`src/rtl/sdemux_pkg.sv`:
```
// Shared definitions for the registered signed 1-to-2 demultiplexer.
// Optional per-channel transfer counters are enabled with SDEMUX_CNT_EN.
package sdemux_pkg;

  localparam logic ST_EMPTY = 1'b0;
  localparam logic ST_FULL  = 1'b1;

  localparam int unsigned DATAWIDTH_DEF = 8;
  localparam int unsigned CNTWIDTH_DEF  = 16;

  typedef enum logic {
    StEmpty = ST_EMPTY,
    StFull  = ST_FULL
  } slot_state_e;

endpackage

```
`src/rtl/sdemux_chan_slot.sv`:
```
// One-entry output slot: data register, EMPTY/FULL state and load/drain control.
// With SDEMUX_CNT_EN defined it also counts output transfers (wrapping).
module sdemux_chan_slot
  import sdemux_pkg::*;
#(
  parameter int unsigned DATAWIDTH = DATAWIDTH_DEF
`ifdef SDEMUX_CNT_EN
  ,
  parameter int unsigned CNTWIDTH  = CNTWIDTH_DEF
`endif
) (
  input  logic                        clk,
  input  logic                        rst_n,
  input  logic                        load,
  input  logic signed [DATAWIDTH-1:0] din,
  input  logic                        rdy,
  output logic signed [DATAWIDTH-1:0] dout,
  output logic                        valid
`ifdef SDEMUX_CNT_EN
  ,
  output logic        [CNTWIDTH-1:0]  cnt
`endif
);

  slot_state_e                 state_q;
  logic signed [DATAWIDTH-1:0] data_q;

  // The top only asserts load when the slot is empty or draining this cycle,
  // so a load while FULL always replaces a word that is being consumed.
  always_ff @(posedge clk or negedge rst_n) begin
    if (!rst_n) begin
      state_q <= StEmpty;
      data_q  <= '0;
    end else begin
      unique case (state_q)
        StEmpty: begin
          if (load) begin
            data_q  <= din;
            state_q <= StFull;
          end
        end
        StFull: begin
          if (load) begin
            data_q <= din;
          end else if (rdy) begin
            state_q <= StEmpty;
          end
        end
      endcase
    end
  end

  assign dout  = data_q;
  assign valid = (state_q == StFull);

`ifdef SDEMUX_CNT_EN
  logic [CNTWIDTH-1:0] cnt_q;

  always_ff @(posedge clk or negedge rst_n) begin
    if (!rst_n) begin
      cnt_q <= '0;
    end else if (valid && rdy) begin
      cnt_q <= cnt_q + CNTWIDTH'(1);
    end
  end

  assign cnt = cnt_q;
`endif

endmodule

```
`src/rtl/sdemux1x2_reg.sv`:
```
// Registered signed 1-to-2 demux with valid/ready on the input and both outputs.
// Define SDEMUX_CNT_EN to add per-channel output-transfer counters cnt0/cnt1.
module sdemux1x2_reg
  import sdemux_pkg::*;
#(
  parameter int unsigned DATAWIDTH = DATAWIDTH_DEF,
  parameter int unsigned CNTWIDTH  = CNTWIDTH_DEF
) (
  input  logic                        Clk,
  input  logic                        Rst_n,
  input  logic signed [DATAWIDTH-1:0] a,
  input  logic                        sel,
  input  logic                        in_valid,
  output logic                        in_ready,
  output logic signed [DATAWIDTH-1:0] d0,
  output logic                        valid0,
  input  logic                        rdy0,
  output logic signed [DATAWIDTH-1:0] d1,
  output logic                        valid1,
  input  logic                        rdy1
`ifdef SDEMUX_CNT_EN
  ,
  output logic        [CNTWIDTH-1:0]  cnt0,
  output logic        [CNTWIDTH-1:0]  cnt1
`endif
);

  if (DATAWIDTH == 0 || CNTWIDTH == 0) begin : g_bad_param
    $error("sdemux1x2_reg: DATAWIDTH and CNTWIDTH must be non-zero");
  end

  logic valid_sel;
  logic rdy_sel;
  logic accept;
  logic load0;
  logic load1;

  // Only the addressed slot can stall the producer.
  assign valid_sel = sel ? valid1 : valid0;
  assign rdy_sel   = sel ? rdy1 : rdy0;
  assign in_ready  = ~valid_sel | rdy_sel;

  assign accept = in_valid & in_ready;
  assign load0  = accept & ~sel;
  assign load1  = accept & sel;

  sdemux_chan_slot #(
    .DATAWIDTH (DATAWIDTH)
`ifdef SDEMUX_CNT_EN
    ,
    .CNTWIDTH  (CNTWIDTH)
`endif
  ) u_slot0 (
    .clk   (Clk),
    .rst_n (Rst_n),
    .load  (load0),
    .din   (a),
    .rdy   (rdy0),
    .dout  (d0),
    .valid (valid0)
`ifdef SDEMUX_CNT_EN
    ,
    .cnt   (cnt0)
`endif
  );

  sdemux_chan_slot #(
    .DATAWIDTH (DATAWIDTH)
`ifdef SDEMUX_CNT_EN
    ,
    .CNTWIDTH  (CNTWIDTH)
`endif
  ) u_slot1 (
    .clk   (Clk),
    .rst_n (Rst_n),
    .load  (load1),
    .din   (a),
    .rdy   (rdy1),
    .dout  (d1),
    .valid (valid1)
`ifdef SDEMUX_CNT_EN
    ,
    .cnt   (cnt1)
`endif
  );

endmodule

```
`config.mk`:
```
export PLATFORM = sky130hd
export DESIGN_NAME = sdemux1x2_reg
export DESIGN_NICKNAME = d
export VERILOG_FILES = /design/src/rtl/sdemux_pkg.sv /design/src/rtl/sdemux_chan_slot.sv /design/src/rtl/sdemux1x2_reg.sv
export SDC_FILE = /design/constraint.sdc
export NUM_CORES = 1
export LEC_CHECK = 0
export CAP_MARGIN = 0
export CORE_MARGIN = 2
export CORE_UTILIZATION = 40
export DETAILED_ROUTE_END_ITERATION = 6
export GPL_ROUTABILITY_DRIVEN = 0
export MAX_ROUTING_LAYER = met4
export PLACE_DENSITY = 0.78
export REMOVE_ABC_BUFFERS = 1
export SLEW_MARGIN = 15
export SYNTH_ARGS = -nofsm -noshare
export SYNTH_HDL_FRONTEND = slang
export SYNTH_SLANG_ARGS = --single-unit
```
`constraint.sdc`:
```
create_clock -name Clk -period 1.6 [get_ports Clk]
set_input_delay 0.48 -clock Clk [delete_from_list [all_inputs] [get_ports Clk]]
set_output_delay 0.48 -clock Clk [all_outputs]
set_load 0.005 [all_outputs]
```
Word level (Yosys, flattened, before mapping)
Index checks and enable logic that the tools add are counted.
{"block": "word_totals", "out_inout_bits": 19, "regBits": 18}
{"block": "op_classes", "n_bitwise": 8, "mux": 12}
{"op": "$mux W8", "n": 2}
{"op": "$mux W1", "n": 8}
{"op": "$not A1 Y1", "n": 4}
{"op": "$pmux W1 S2", "n": 2}
{"op": "$and A1 B1 Y1", "n": 3}
{"op": "$or A1 B1 Y1", "n": 1}

Depth between registers and ports, before layout
{"block": "logic_depth", "word_depth": 7, "mapped_depth": 3, "depth_no_buf": 3}

Hierarchy
A second synthesis with hierarchy kept.
{"block": "unflattened", "hier_cells": 47, "area_unflattened_um2": 783.3}
{"module": "sdemux_chan_slot", "area_per_inst_um2": 369.1, "seq_area_each_um2": 225.2, "n_inst": 2, "cells_each": 20}
{"module": "sdemux1x2_reg", "area_per_inst_um2": 45.0, "seq_area_each_um2": 0.0, "n_inst": 1, "cells_each": 7}

Worst setup path after synthesis
Ideal clock, no wire load.
{"block": "synth_path", "kind": "input-to-output", "startpoint": "input port rdy1", "endpoint": "output port in_ready", "t_required_ns": 1.120, "slack_ns": 0.285, "arrival_time_ns": 0.835, "path_stages": 2, "path_buffers": 0, "cell_sequence": "and2b_4 > a21oi_1"}
{"block": "synth_via", "elab_chain_len": 2}
{"element": "from (decl)", "line": "sdemux1x2_reg.sv:20", "text": "input logic rdy1"}
{"element": "$mux W1", "line": "sdemux1x2_reg.sv:40", "text": "assign rdy_sel = sel ? rdy1 : rdy0;"}
{"element": "$or A1 B1 Y1", "line": "sdemux1x2_reg.sv:41", "text": "assign in_ready = ~valid_sel | rdy_sel;"}
{"element": "to (decl)", "line": "sdemux1x2_reg.sv:14", "text": "output logic in_ready,"}
No other way between the ends.

Worst setup path after layout
{"block": "layout_path", "startpoint": "input port rdy0", "endpoint": "output port in_ready"}
{"block": "layout_via", "elab_chain_len": 2}
{"element": "from (decl)", "line": "sdemux1x2_reg.sv:17", "text": "input logic rdy0,"}
{"element": "$mux W1", "line": "sdemux1x2_reg.sv:40"}
{"element": "$or A1 B1 Y1", "line": "sdemux1x2_reg.sv:41"}
No other way between the ends.

==> flow_summary.toml <==
[run_status]
status = "finished clean"

[layout]
nFillCells = 149
multi_input_area_um2 = 312.8
area_delta_synth_final_pct = 59.00
final_cell_mix = "20 x dlygate4sd2_1, 18 x dfrtp_1, 11 x buf_4"
fin_nets = 106
final_common_cell = "dlygate4sd2_1"
layoutNonFillerInstCount = 115
diodes = 0
regArea_um2 = 450.4
design_area_um2 = 1194
layout-drive-gt1-share_pct = 38.89

[power]
power_leakage_uw = 0.0005793
ir_drop_uv = 558.9
powerDensity_nw_per_um2 = 935.0

[routing]
vias = 528
drt-vias-per-instance = 4.591
antenna_left = 0
routed_wl_mm = 1.488
wl_per_cell_um = 12.94
drt_iter0_markers = 3
drc = 0
firstDrtPassIters = 2

[worst_setup_path]
crit_arrival_ns = 1.08
crit_type = "input port to primary output"
slowest_delay_ns = 0.23
crit_required_ns = 1.12
startpoint_type = "input port"
crit_chain = "dlygate4sd2_1 > nand2b_4 > nor2_4 > a21oi_2 > buf_2"
crit_slowest_cell = "dlygate4sd2_1"
path_max_fanout = 2
setup.worst_path.end_class = "primary output"

[global_route]
grt_max_degree = 19
antenna_found_initial = 0
grt_usage_pct = 16.61
grt_pass1_vias = 528
grt-ovfl-total = 0
grt_pass1_wl_mm = 2.339

[floorplanning]
row_count = 15
die_area_um2 = 2239
core_um2 = 1745
io_pins = 33
dieHeight_um = 47.32
start_util_pct = 43.01
die-width_um = 47.32

[clock_tree]
clk-insertion-delay-late_ns = 0.28
cts.sinks = 18
cts_buffer_depth = 2
cts_made_buffers = 3
cts_tree = "yes"
clock-root-buffer = "clkbuf_4"
clk_pin_slew_ns = 0.09
htree_levels = 1

[yosys]
syn_area_um2 = 750.7
seq_area_frac_synth_pct = 60.00
synthDistinctLibCells = 14
synth_cells = 44
yosys_warnings = 0
avgSynthCellArea_um2 = 17.06
ys_ff_latch = 18

[timing]
tns_ns = 0
finalSetupViolCount = 0
tightestPinTransition_ns = 0.2300
hold_ws_ns = 0.4953
post-route-period-util_pct = 97.61
hold_viol_final = 0
rsz0062_at_grt = "no"
maxSlewHeadroom_pct = 84.67
fin_worst_skew_ns = 0.001076
max_freq_mhz = 640.3
maxSlewViolCount = 0
period_needed_ns = 1.562

[place]
place_area_um2 = 1140
io_buffers = 32
dp_hpwl_mm = 1.058
dp.cells = 106

[flow_run]
drv_cap = 0

[worst_hold_path]
hp-class = "register to register"
-- Yosys cell counts --
cell type  count  share of area (%)
dfrtp_1       18                 60
mux2_4         8                 16
mux2_2         5                7.5
mux2_1         3                4.5
a21oi_1        1               0.67
and2b_4        1                1.3
inv_1          1               0.50
nand2_2        1               0.83
nand2b_2       1                1.2
nand3b_4       1                2.7
nor2_1         1               0.50
nor2_8         1                2.7
o21ai_0        1               0.67
or2b_1         1                1.0
-- report_power, final --
part	internal (uW)	total, uW	switching, uW
combinational	227	335	108
sequential	532	568	35.9
clock	87.4	213	126
-- final timing paths --
path / to / cells after the start / slack (ns) / start
max: in_ready / 5 / 0.04 / rdy0
min: u_slot0.dout[7] / 1 / 0.50 / u_slot0.dout[7]
max reg2reg: u_slot1.dout[4] / 4 / 0.24 / u_slot1.valid
min reg2reg: u_slot0.dout[7] / 1 / 0.50 / u_slot0.dout[7]
max in group asynchronous: u_slot0.valid / 2 / 0.89 / Rst_n
min in group asynchronous: u_slot0.dout[5] / 2 / 0.52 / Rst_n
-- routing by layer --
layer / global-route usage (%) / share of wire (%) / wire length [um] / up-vias
li1: - / - / - / 246
met1: 17.48 / 37 / 550 / 260
met2: 27.30 / 54 / 809 / 18
met3: 3.462 / 6.5 / 96 / 4
met4: 11.67 / 2.2 / 32 / 0
met5: - / 0 / 0 / -
-- cell type report --
| class | instances | area share, % |
|---|---|---|
| clock buffers | 3 | 1.887 |
| inverters | 1 | 0.3145 |
| multi-input cells | 25 | 26.21 |
| flip-flops and latches | 18 | 37.74 |
| well taps | 25 | 2.621 |
| repair buffers | 43 | 31.24 |
-- stage by stage --
step	total power, uW	util, %	setup WS [ns]
after floorplan	703.6	-	0.2847
after global placement	929.9	65.30	-0.6464
after detailed placement	939.5	65.30	-0.6398
after CTS	1132	67.67	0.009893
after global routing	1189	68.39	0.002939
final	1116	68.39	0.03825
-- cell families (layout without fill, tap and decap cells) --
group | count (synthesis) | in the layout | share of synthesized area, %
DFF | 18 | 18 | 60.00
muxes | 16 | 16 | 28.00
and+or+nand+nor | 7 | 7 | 10.17
AOI/OAI and AO/OA | 2 | 2 | 1.332
buffers and inverters | 1 | 47 | 0.4995
-- sequential cells by signal, indices dropped and copies added, names as in the netlist --
register and count:
u_slot0.valid 1, u_slot1.dout 8, u_slot0.dout 8, u_slot1.valid 1
-- worst max-delay path: cells and delay by family --
kind                   cells  cell delay (ns)
and+or+nand+nor            2             0.21
buffers and inverters      2             0.35
AOI/OAI and AO/OA          1             0.03
-- timing repair --
item,in CTS,in global routing
pin swaps,2,1
setup endpoints to repair,27,1
resized for setup,29,1
hold buffers,0,0
setup buffers,5,1
(Power assumes the default switching activity.)
